File: src/rtl/alarm_pkg.sv
// Shared types, display geometry and helpers for the alarm display controller.
package alarm_pkg;

  localparam int DIGIT_W    = 7;
  localparam int NUM_DIGITS = 4;
  localparam int SEG_W      = DIGIT_W * NUM_DIGITS;

  typedef enum logic [1:0] {
    IDLE   = 2'd0,
    RING   = 2'd1,
    SNOOZE = 2'd2
  } alarm_state_e;

  typedef enum logic [1:0] {
    SRC_TIME  = 2'd0,
    SRC_MSG   = 2'd1,
    SRC_BLANK = 2'd2
  } seg_src_e;

  function automatic logic [SEG_W-1:0] blank_seg(input logic active_low);
    return active_low ? {SEG_W{1'b1}} : {SEG_W{1'b0}};
  endfunction

  // Width that holds 0..limit inclusive, never narrower than one bit.
  function automatic int cnt_width(input int limit);
    return (limit < 1) ? 1 : $clog2(limit + 1);
  endfunction

endpackage

File: src/rtl/tick_counter.sv
// Saturating tick counter with synchronous clear; done flags a count held at LIMIT.
module tick_counter
  import alarm_pkg::*;
#(
  parameter int LIMIT = 2,
  localparam int CW   = cnt_width(LIMIT)
) (
  input  logic          clk,
  input  logic          rst,
  input  logic          clear,
  input  logic          en,
  output logic [CW-1:0] count,
  output logic          done
);

  localparam logic [CW-1:0] LIM = CW'(LIMIT);

  logic [CW-1:0] count_q;
  logic [CW-1:0] count_d;

  // Clear wins over enable so a transition on a tick cycle consumes that tick.
  always_comb begin
    count_d = count_q;
    if (clear) begin
      count_d = '0;
    end else if (en && (count_q < LIM)) begin
      count_d = count_q + 1'b1;
    end
  end

  always_ff @(posedge clk) begin
    if (rst) begin
      count_q <= '0;
    end else begin
      count_q <= count_d;
    end
  end

  assign count = count_q;
  assign done  = (count_q == LIM);

endmodule

File: src/rtl/alarm_display_ctrl.sv
// Alarm sequencer for the 4-digit display: time readout, blinking message, buzzer,
// snooze and dismiss handling, with registered display and buzzer outputs.
module alarm_display_ctrl
  import alarm_pkg::*;
#(
  parameter int BLINK_TICKS    = 2,
  parameter int RING_TICKS     = 60,
  parameter int SNOOZE_TICKS   = 300,
  parameter int SNOOZE_MAX     = 3,
  parameter int SEG_ACTIVE_LOW = 1
) (
  input  logic             clk,
  input  logic             rst,
  input  logic             tick,
  input  logic             alarm_fire,
  input  logic             snooze,
  input  logic             dismiss,
  input  logic [SEG_W-1:0] time_seg,
  input  logic [SEG_W-1:0] msg_seg,
  output logic [SEG_W-1:0] seg,
  output logic             buzz,
  output logic             alarm_active
);

  localparam int BW  = cnt_width(BLINK_TICKS);
  localparam int RW  = cnt_width(RING_TICKS);
  localparam int SW  = cnt_width(SNOOZE_TICKS);
  localparam int SCW = cnt_width(SNOOZE_MAX);

  localparam logic [BW-1:0]  BLINK_LAST = BW'(BLINK_TICKS - 1);
  localparam logic [RW-1:0]  RING_LAST  = RW'(RING_TICKS - 1);
  localparam logic [SW-1:0]  SNZ_LAST   = SW'(SNOOZE_TICKS - 1);
  localparam logic [SCW-1:0] SNZ_MAX_C  = SCW'(SNOOZE_MAX);
  localparam logic [SEG_W-1:0] BLANK_WORD = blank_seg(1'(SEG_ACTIVE_LOW));

  alarm_state_e     state_q, state_d;
  logic             blank_q, blank_d;
  logic [SCW-1:0]   snz_cnt_q, snz_cnt_d;
  logic [SEG_W-1:0] seg_q, seg_d;
  logic             buzz_q, buzz_d;
  seg_src_e         seg_src;

  logic          enter_ring, go_snooze;
  logic          in_ring, in_snooze;
  logic [BW-1:0] blink_cnt;
  logic [RW-1:0] ring_cnt;
  logic [SW-1:0] snz_tmr_cnt;
  logic          blink_done, ring_done, snz_tmr_done;
  logic          blink_edge, ring_expire, snz_expire;

  assign in_ring   = (state_q == RING);
  assign in_snooze = (state_q == SNOOZE);

  // Expiry fires on the tick that completes the interval, so the state moves on that edge.
  assign blink_edge  = in_ring && ((tick && (blink_cnt == BLINK_LAST)) || blink_done);
  assign ring_expire = ring_done || (tick && (ring_cnt == RING_LAST));
  assign snz_expire  = snz_tmr_done || (tick && (snz_tmr_cnt == SNZ_LAST));

  tick_counter #(.LIMIT(BLINK_TICKS)) u_blink_cnt (
    .clk   (clk),
    .rst   (rst),
    .clear (enter_ring || blink_edge),
    .en    (tick && in_ring),
    .count (blink_cnt),
    .done  (blink_done)
  );

  tick_counter #(.LIMIT(RING_TICKS)) u_ring_cnt (
    .clk   (clk),
    .rst   (rst),
    .clear (enter_ring),
    .en    (tick && in_ring),
    .count (ring_cnt),
    .done  (ring_done)
  );

  tick_counter #(.LIMIT(SNOOZE_TICKS)) u_snooze_cnt (
    .clk   (clk),
    .rst   (rst),
    .clear (go_snooze),
    .en    (tick && in_snooze),
    .count (snz_tmr_cnt),
    .done  (snz_tmr_done)
  );

  always_ff @(posedge clk) begin
    if (rst) begin
      state_q <= IDLE;
    end else begin
      state_q <= state_d;
    end
  end

  always_comb begin
    state_d    = state_q;
    enter_ring = 1'b0;
    go_snooze  = 1'b0;
    unique case (state_q)
      IDLE: begin
        if (alarm_fire) begin
          state_d    = RING;
          enter_ring = 1'b1;
        end
      end
      RING: begin
        if (dismiss) begin
          state_d = IDLE;
        end else if (snooze && (snz_cnt_q < SNZ_MAX_C)) begin
          state_d   = SNOOZE;
          go_snooze = 1'b1;
        end else if (ring_expire) begin
          state_d = IDLE;
        end
      end
      SNOOZE: begin
        if (dismiss) begin
          state_d = IDLE;
        end else if (snz_expire || alarm_fire) begin
          state_d    = RING;
          enter_ring = 1'b1;
        end
      end
      default: state_d = IDLE;
    endcase
  end

  always_comb begin
    seg_src = SRC_TIME;
    buzz_d  = 1'b0;
    if (in_ring) begin
      seg_src = blank_q ? SRC_BLANK : SRC_MSG;
      buzz_d  = !blank_q;
    end
  end

  // Blink phase and per-event snooze count.
  always_comb begin
    blank_d   = blank_q;
    snz_cnt_d = snz_cnt_q;
    if (enter_ring) begin
      blank_d = 1'b0;
    end else if (blink_edge) begin
      blank_d = !blank_q;
    end
    if (enter_ring && (state_q == IDLE)) begin
      snz_cnt_d = '0;
    end else if (go_snooze) begin
      snz_cnt_d = snz_cnt_q + 1'b1;
    end
  end

  for (genvar gi = 0; gi < NUM_DIGITS; gi++) begin : g_digit
    assign seg_d[gi*DIGIT_W +: DIGIT_W] =
        (seg_src == SRC_MSG)   ? msg_seg[gi*DIGIT_W +: DIGIT_W]    :
        (seg_src == SRC_BLANK) ? BLANK_WORD[gi*DIGIT_W +: DIGIT_W] :
                                 time_seg[gi*DIGIT_W +: DIGIT_W];
  end

  always_ff @(posedge clk) begin
    if (rst) begin
      blank_q   <= 1'b0;
      snz_cnt_q <= '0;
      seg_q     <= time_seg;
      buzz_q    <= 1'b0;
    end else begin
      blank_q   <= blank_d;
      snz_cnt_q <= snz_cnt_d;
      seg_q     <= seg_d;
      buzz_q    <= buzz_d;
    end
  end

  assign seg          = seg_q;
  assign buzz         = buzz_q;
  assign alarm_active = in_ring || in_snooze;

endmodule

File: config.mk
export PLATFORM = sky130hd
export DESIGN_NAME = alarm_display_ctrl
export DESIGN_NICKNAME = d
export VERILOG_FILES = /design/src/rtl/alarm_pkg.sv /design/src/rtl/tick_counter.sv /design/src/rtl/alarm_display_ctrl.sv
export SDC_FILE = /design/constraint.sdc
export NUM_CORES = 1
export LEC_CHECK = 0
export CAP_MARGIN = 20
export CELL_PAD_IN_SITES_DETAIL_PLACEMENT = 1
export CELL_PAD_IN_SITES_GLOBAL_PLACEMENT = 2
export CORE_UTILIZATION = 26
export CTS_CLUSTER_SIZE = 12
export DETAILED_ROUTE_END_ITERATION = 6
export HOLD_SLACK_MARGIN = 0.12
export PLACE_DENSITY = 0.86
export REMOVE_ABC_BUFFERS = 1
export SLEW_MARGIN = 20
export SYNTH_ARGS = -nofsm -noshare
export SYNTH_HDL_FRONTEND = slang
export SYNTH_HIERARCHICAL = 1
export SYNTH_SLANG_ARGS = --single-unit
File: constraint.sdc
create_clock -name clk -period 3.05 [get_ports clk]
set_input_delay 0.305 -clock clk [delete_from_list [all_inputs] [get_ports clk]]
set_output_delay 0.305 -clock clk [all_outputs]
set_load 0.01 [all_outputs]
==> out/metrics.yaml, run 1 <==
run_status:
  status: "completed"
cells_and_area:
  nets: 442
  final_layout_size_suffix_gt1_share_pct: 5.39
  syn_to_final_growth_pct: 48.0
  fin_area_mm2: 0.00346
  finalNonFillerCells: 479
  fill_cells: 1025
  ff_latch_area_mm2: 0.00102
  n_antenna_cell: 0
  layout_common_cells: "clkdlybuf4s50_1 (91), dfxtp_1 (51), nand2_1 (42)"
  multi_input_area_mm2: 0.00122
  final_common_cell: "clkdlybuf4s50_1"
yosys:
  async_flop_share_pct: 0
  netlist_area_mm2: 0.00234
  ys_seq_elements: 51
  synth_compound_area_share_pct: 17.0
  synthCells: 277
  synthSimpleGateAreaFrac_pct: 26.4
  synth_warnings: 6
  synthFlopType: "dfxtp_1"
  synth_xor_area_share_pct: 1.12
  yosysUniqueCellTypes: 48
  synth.avg_cell_area_um2: 8.44
  synth_top_family_by_area: "simple AND/OR/NAND/NOR gates"
  seq_area_frac_synth_pct: 43.7
  synth_edf_count: 0
  synthAdderAreaFrac_pct: 5.35
  synth.area.mux_share_pct: 2.57
worst_setup_path:
  ff2ff_path_depth: 8
  crit_fanout: 7
  regToRegSetupSlack_ns: 0.96
  end_kind: "register"
  startpoint: "u_snooze_cnt/count[8]"
  r2r_end: "u_ring_cnt/count[3]"
  crit_path_start_kind: "register"
  arrival_ns: 2.27
  r2r-start: "u_snooze_cnt/count[8]"
  worstPathRequired_ns: 3.23
  crit_type: "reg2reg"
clock_tree:
  clock_latency_ns: 0.30
  clk_pin_slew_ns: 0.10
  cts_buffers: 5
  cts_resized: 0
  cts-root-buf: "clkbuf_8"
  cts_setup_buffers: 0
  cts_tree: "yes"
  clock_sinks: 51
  ctsHoldBuffers: 0
  cts_buffer_depth: 2
  htreeDepth: 2
drt:
  drt_iter0_drc: 38
  wl_per_cell_um: 13.7
  route.detailed.drc: 0
  via_per_inst: 4.76
  drt-total-wl_um: 6560
  ant_nets: 0
  first_pass_iters: 4
  num_vias: 2281
placed_design:
  pre_cts_slack_ns: 0.853
  port_buffers: 91
  place.detailed.hpwl_um: 4940
  dpl-instance-area_mm2: 0.00337
  routabilityCongestion: 0.760
  dp.cells: 471
floorplan:
  fp.dieW_um: 96.8
  rows: 34
  chipHeight_um: 96.8
  dieArea_mm2: 0.00937
  initial_core_util_pct: 26.8
  coreArea_mm2: 0.00872
  pin_count: 92
timing:
  relSlewSlack_pct: 62.7
  finalHoldViolCount: 0
  fmax_mhz: 478
  fin_crit_sh_pct: 68.6
  tightest_slew_ns: 0.555
  drv_slew: 0
  setup_ws_ns: 0.959
  period_minus_slack_ns: 2.09
  tns_ns: 0
  finClkSkew_ns: 0.00621
  rsz0062_at_grt: "no"
  setup-violations-final: 0
hold_path:
  hold_path.class: "reg2reg"
  hold_path_end: "u_snooze_cnt/count[5]"
  min-delay-start: "u_snooze_cnt/count[5]"
  whs_path_depth: 2
power:
  ir_drop_uv: 214
  p_leak_nw: 1.39
  finalPower_mw: 1.52
  powerDensity_mw_per_mm2: 439
global_routing:
  grt_util_all_layers_pct: 14.7
  grt_max_degree: 58
  overflow: 0
  grt_pass1_vias: 2405
  grt_pass1_wl_um: 11300
  antenna_found_initial: 0
job:
  max-cap-violations: 0
## cell type report
cell class	count	area share, %
clock inverter	3	0.434
sequential	51	29.5
multi-input combinational	203	35.4
timing repair buffer	95	27.2
tap	108	3.91
clock buffer	5	1.99
inverter	14	1.52
## worst max-delay path, stage by stage, from the launching register on
cell and delay (ns):
dfxtp_1 0.43, and2_1 0.26, nand2_1 0.07, nor4_1 0.33
a31oi_1 0.08, o21ai_1 0.47, nor2_1 0.17, o21ai_0 0.11
a31oi_1 0.05
## synth_stat cells (2+ instances only)
library cell,n,area (um^2)
xnor2_1,2,17.5
mux2i_1,6,60.1
nor3_1,4,20.0
buf_2,4,20.0
dfxtp_1,51,1020
nand3b_1,2,15.0
inv_1,14,52.6
o31ai_1,2,15.0
and2_1,4,25.0
nand4_1,3,18.8
a31oi_1,4,25.0
nor2_1,32,120
and4_1,2,17.5
nor4_1,2,12.5
nand2b_1,3,18.8
o311ai_0,3,26.3
o21a_1,2,15.0
clkbuf_1,5,18.8
or3_1,6,37.5
ha_1,10,125
o21ai_1,2,10.0
nor2b_1,3,18.8
nand2_1,42,158
o21ai_0,34,170
nand3_1,4,20.0
a211oi_1,5,37.5
a21oi_1,5,25.0
## flip-flops by register name, summed over array words and instances, names as in the netlist
signal	flops
buzz	1
u_snooze_cnt/count	9
snz_cnt_q	2
u_blink_cnt/count	2
state_q	2
u_ring_cnt/count	6
blank_q	1
seg	28
## logic make-up (layout without fill, tap and decap cells)
logic type	Yosys count	in the layout
and+or+nand+nor	120	120
AOI/OAI and AO/OA	64	64
DFF	51	51
buffers and inverters	23	117
adders and majority gates	10	10
muxes	6	6
xor gates and xnor gates	3	3
## worst max-delay path by stage
stage                                endpoint  slack [ns]
final                     u_ring_cnt/count[3]        0.96
after global routing      u_ring_cnt/count[4]        0.76
after CTS                 u_ring_cnt/count[3]        0.97
after detailed placement  u_ring_cnt/count[3]        0.85
after global placement    u_ring_cnt/count[3]        0.93
after floorplan                        seg[0]        1.31
## routing by layer
metal	vias up	share of wire, %	GRT usage, %
li1	1142	-	-
met1	1056	42	16.3
met2	81	44	23.9
met3	2	14	8.74
met4	0	0.46	3.10
met5	-	0	0
## report_power, final
part | switching [mW] | internal, mW | total (mW)
sequential | 0.0222 | 0.726 | 0.748
combinational | 0.165 | 0.216 | 0.381
clock | 0.230 | 0.158 | 0.388
## stage by stage
| step | hold slack [ns] | util, % |
|---|---|---|
| after floorplan | 0.376 | - |
| after global placement | 0.507 | 38.7 |
| after detailed placement | 0.521 | 38.7 |
| after CTS | 0.535 | 39.7 |
| after global routing | 0.547 | 39.7 |
| final | 0.534 | 39.7 |
Note: power is estimated with default switching activity, not from simulation.
==> run 2: changes to the inputs <==
--- a/config.mk
+++ b/config.mk
@@ -8,11 +8,11 @@
 export CAP_MARGIN = 20
 export CELL_PAD_IN_SITES_DETAIL_PLACEMENT = 1
 export CELL_PAD_IN_SITES_GLOBAL_PLACEMENT = 2
-export CORE_UTILIZATION = 26
+export CORE_UTILIZATION = 24
 export CTS_CLUSTER_SIZE = 12
 export DETAILED_ROUTE_END_ITERATION = 6
 export HOLD_SLACK_MARGIN = 0.12
-export PLACE_DENSITY = 0.86
+export PLACE_DENSITY = 0.8
 export REMOVE_ABC_BUFFERS = 1
 export SLEW_MARGIN = 20
 export SYNTH_ARGS = -nofsm -noshare
==> constraint.sdc (replaced) <==
create_clock -name clk -period 2.1 [get_ports clk]
set_input_delay 0.21 -clock clk [delete_from_list [all_inputs] [get_ports clk]]
set_output_delay 0.21 -clock clk [all_outputs]
set_load 0.01 [all_outputs]
==> run 2 against run 1 <==
- utilization decreased by 1.6 points
- global-route usage decreased by 0.61 points
- combinational power increased by 50%
- largest power group unchanged
- hold slack got worse by 0.10 ns
- clock skew increased by 0.0056 ns
- cell count increased by 5.2%
==> out/metrics.yaml, run 2 (same netlist as run 1, synthesis figures left out) <==
run_status:
  status: "completed"
timing:
  setup_ws_ns: 0.209  # -0.750 ns
  setup-violations-final: 0  # unchanged
  drv_slew: 0  # unchanged
  fin_crit_sh_pct: 90.0  # +21 points
  rsz0062_at_grt: "no"
  finClkSkew_ns: 0.0118  # +0.00556 ns
  fmax_mhz: 529  # +11%
  relSlewSlack_pct: 68.9  # +6.1 points
  finalHoldViolCount: 0  # unchanged
  tightest_slew_ns: 0.464  # -0.0912 ns
  period_minus_slack_ns: 1.89  # -0.200 ns
  tns_ns: 0  # unchanged
  hold_slack_ns: 0.434  # -0.100 ns
worst_setup_path:
  path_buf_inv: 2  # +2
  worst_path_most_repeated_cell: "inv_1"
  end_kind: "register"
  r2r-start: "u_snooze_cnt/count[1]"
  cp_top_family: "simple AND/OR/NAND/NOR gates"
  max_stage_delay_ns: 0.50  # +0.03 ns
  ff2ff_path_depth: 8  # unchanged
  regToRegSetupSlack_ns: 0.21  # -0.75 ns
  crit_path_start_kind: "register"
  slowest_stage: "or4b_1"
  arrival_ns: 2.09  # -0.18 ns
  crit_type: "reg2reg"
  crit_fanout: 6  # -1
  path_cells: "inv_1 -> ha_1 -> inv_1 -> nor4_2 -> or4b_1 -> a31oi_1 -> or3_1 -> o21ai_1"
  worstPathRequired_ns: 2.30  # -0.93 ns
  r2r_end: "state_q[1]"
floorplan:
  pin_count: 92  # unchanged
  fp.dieW_um: 101  # +4.0%
  coreArea_mm2: 0.00933  # +7.0%
  rows: 35  # +2.9%
  dieArea_mm2: 0.0101  # +8.2%
  initial_core_util_pct: 25.1  # -1.7 points
  chipHeight_um: 101  # +4.0%
clock_tree:
  ctsHoldBuffers: 0  # unchanged
  cts_tree: "yes"
  cts_buffer_depth: 2  # unchanged
  clock_latency_ns: 0.32  # +0.02 ns
  cts-root-buf: "clkbuf_8"
  clock_sinks: 51  # unchanged
  cts_resized: 0  # unchanged
  cts_setup_buffers: 0  # unchanged
  cts_buffers: 5  # unchanged
  htreeDepth: 2  # unchanged
  clk_pin_slew_ns: 0.11  # about the same
drt:
  ant_nets: 0  # unchanged
  wl_per_cell_um: 13.2  # -3.6%
  first_pass_iters: 4  # unchanged
  num_vias: 2306  # +1.1%
  drt_iter0_drc: 24  # -37%
  drt-total-wl_um: 6650  # +1.4%
  via_per_inst: 4.58  # -3.9%
  route.detailed.drc: 0  # unchanged
global_routing:
  grt_util_all_layers_pct: 14.0  # -0.61 points
  grt_max_degree: 58  # unchanged
  overflow: 0  # unchanged
  grt_pass1_vias: 2378  # -1.1%
  grt_pass1_wl_um: 11000  # -2.4%
  antenna_found_initial: 0  # unchanged
job:
  max-cap-violations: 0  # unchanged
placed_design:
  port_buffers: 91  # unchanged
  pre_cts_slack_ns: 0.171  # -0.681 ns
  place.detailed.hpwl_um: 5040  # +2.1%
  dpl-instance-area_mm2: 0.00344  # +2.0%
  routabilityCongestion: 0.753  # -0.95%
power:
  ir_drop_uv: 229  # +7.0%
  powerDensity_mw_per_mm2: 641  # +46%
  p_leak_nw: 1.41  # +1.9%
  finalPower_mw: 2.27  # +50%
cells_and_area:
  largest_reg_flops: 28  # unchanged
  fin_area_mm2: 0.00355  # +2.5%
  final_common_cell: "clkdlybuf4s50_1"
  n_antenna_cell: 0  # unchanged
  nets: 446  # +0.90%
  syn_to_final_growth_pct: 51.7
  layout_common_cells: "clkdlybuf4s50_1 (91), dfxtp_1 (51), nand2_1 (42)"
  final_layout_size_suffix_gt1_share_pct: 6.67  # +1.3 points
hold_path:
  min-delay-start: "time_seg[17]"
  whs_path_depth: 3  # +1
  hold_path.class: "in2reg"
  hold_path_end: "seg[17]"
==> run 2: cell types whose count changed in the layout (fill, tap and decap cells not counted), sizes merged <==
cell | previous run | this run
clkinvlp | 0 | 1
buf | 4 | 8
clkinv | 3 | 1
inv | 14 | 15
==> run 2: layout make-up <==
cell class | count | area, um^2
Fill cell | 1111 | 5780
Clock buffer | 5 | 68.8
Multi-Input combinational cell | 203 | 1230
Timing Repair Buffer | 99 | 983
Tap cell | 129 | 161
Inverter | 14 | 52.6
Clock inverter | 3 | 27.5
Sequential cell | 51 | 1020
==> run 2: per-stage QoR <==
stage               instances  util [%]
detailed placement        496      36.9
finish                    504      38.0
CTS                       504      37.9
global route              504      38.0
floorplan                 268         -
global placement          496      36.9
==> run 2: worst reg2reg max path, stage by stage, from the launching register on <==
cell and delay, ns:
dfxtp_1 0.42, inv_1 0.06, ha_1 0.18, inv_1 0.08, nor4_2 0.05, or4b_1 0.50
a31oi_1 0.23, or3_1 0.18, o21ai_1 0.07
==> run 2: power breakdown <==
part / internal, mW / switching [mW] / total (mW)
logic: 0.327 / 0.244 / 0.571
clock network: 0.246 / 0.373 / 0.619
registers: 1.05 / 0.0303 / 1.08
total: 1.63 / 0.647 / 2.27
==> run 2: worst max path at each step <==
| stage | end | startpoint | cells after the start |
|---|---|---|---|
| final | state_q[1] | u_snooze_cnt/count[1] | 8 |
| after CTS | state_q[0] | u_snooze_cnt/count[8] | 7 |
| after detailed placement | u_ring_cnt/count[3] | tick | 7 |
| after global routing | state_q[1] | u_snooze_cnt/count[1] | 8 |
| after global placement | u_ring_cnt/count[3] | tick | 7 |
| after floorplan | seg[0] | state_q[1] | 4 |
==> run 2: per-layer routing <==
metal	share of wire, %	GRT usage (%)	vias to the layer above
met5	0	0	-
met4	0.93	4.35	0
met3	16	9.99	5
met2	41	21.3	82
met1	42	15.5	1065
li1	-	-	1154
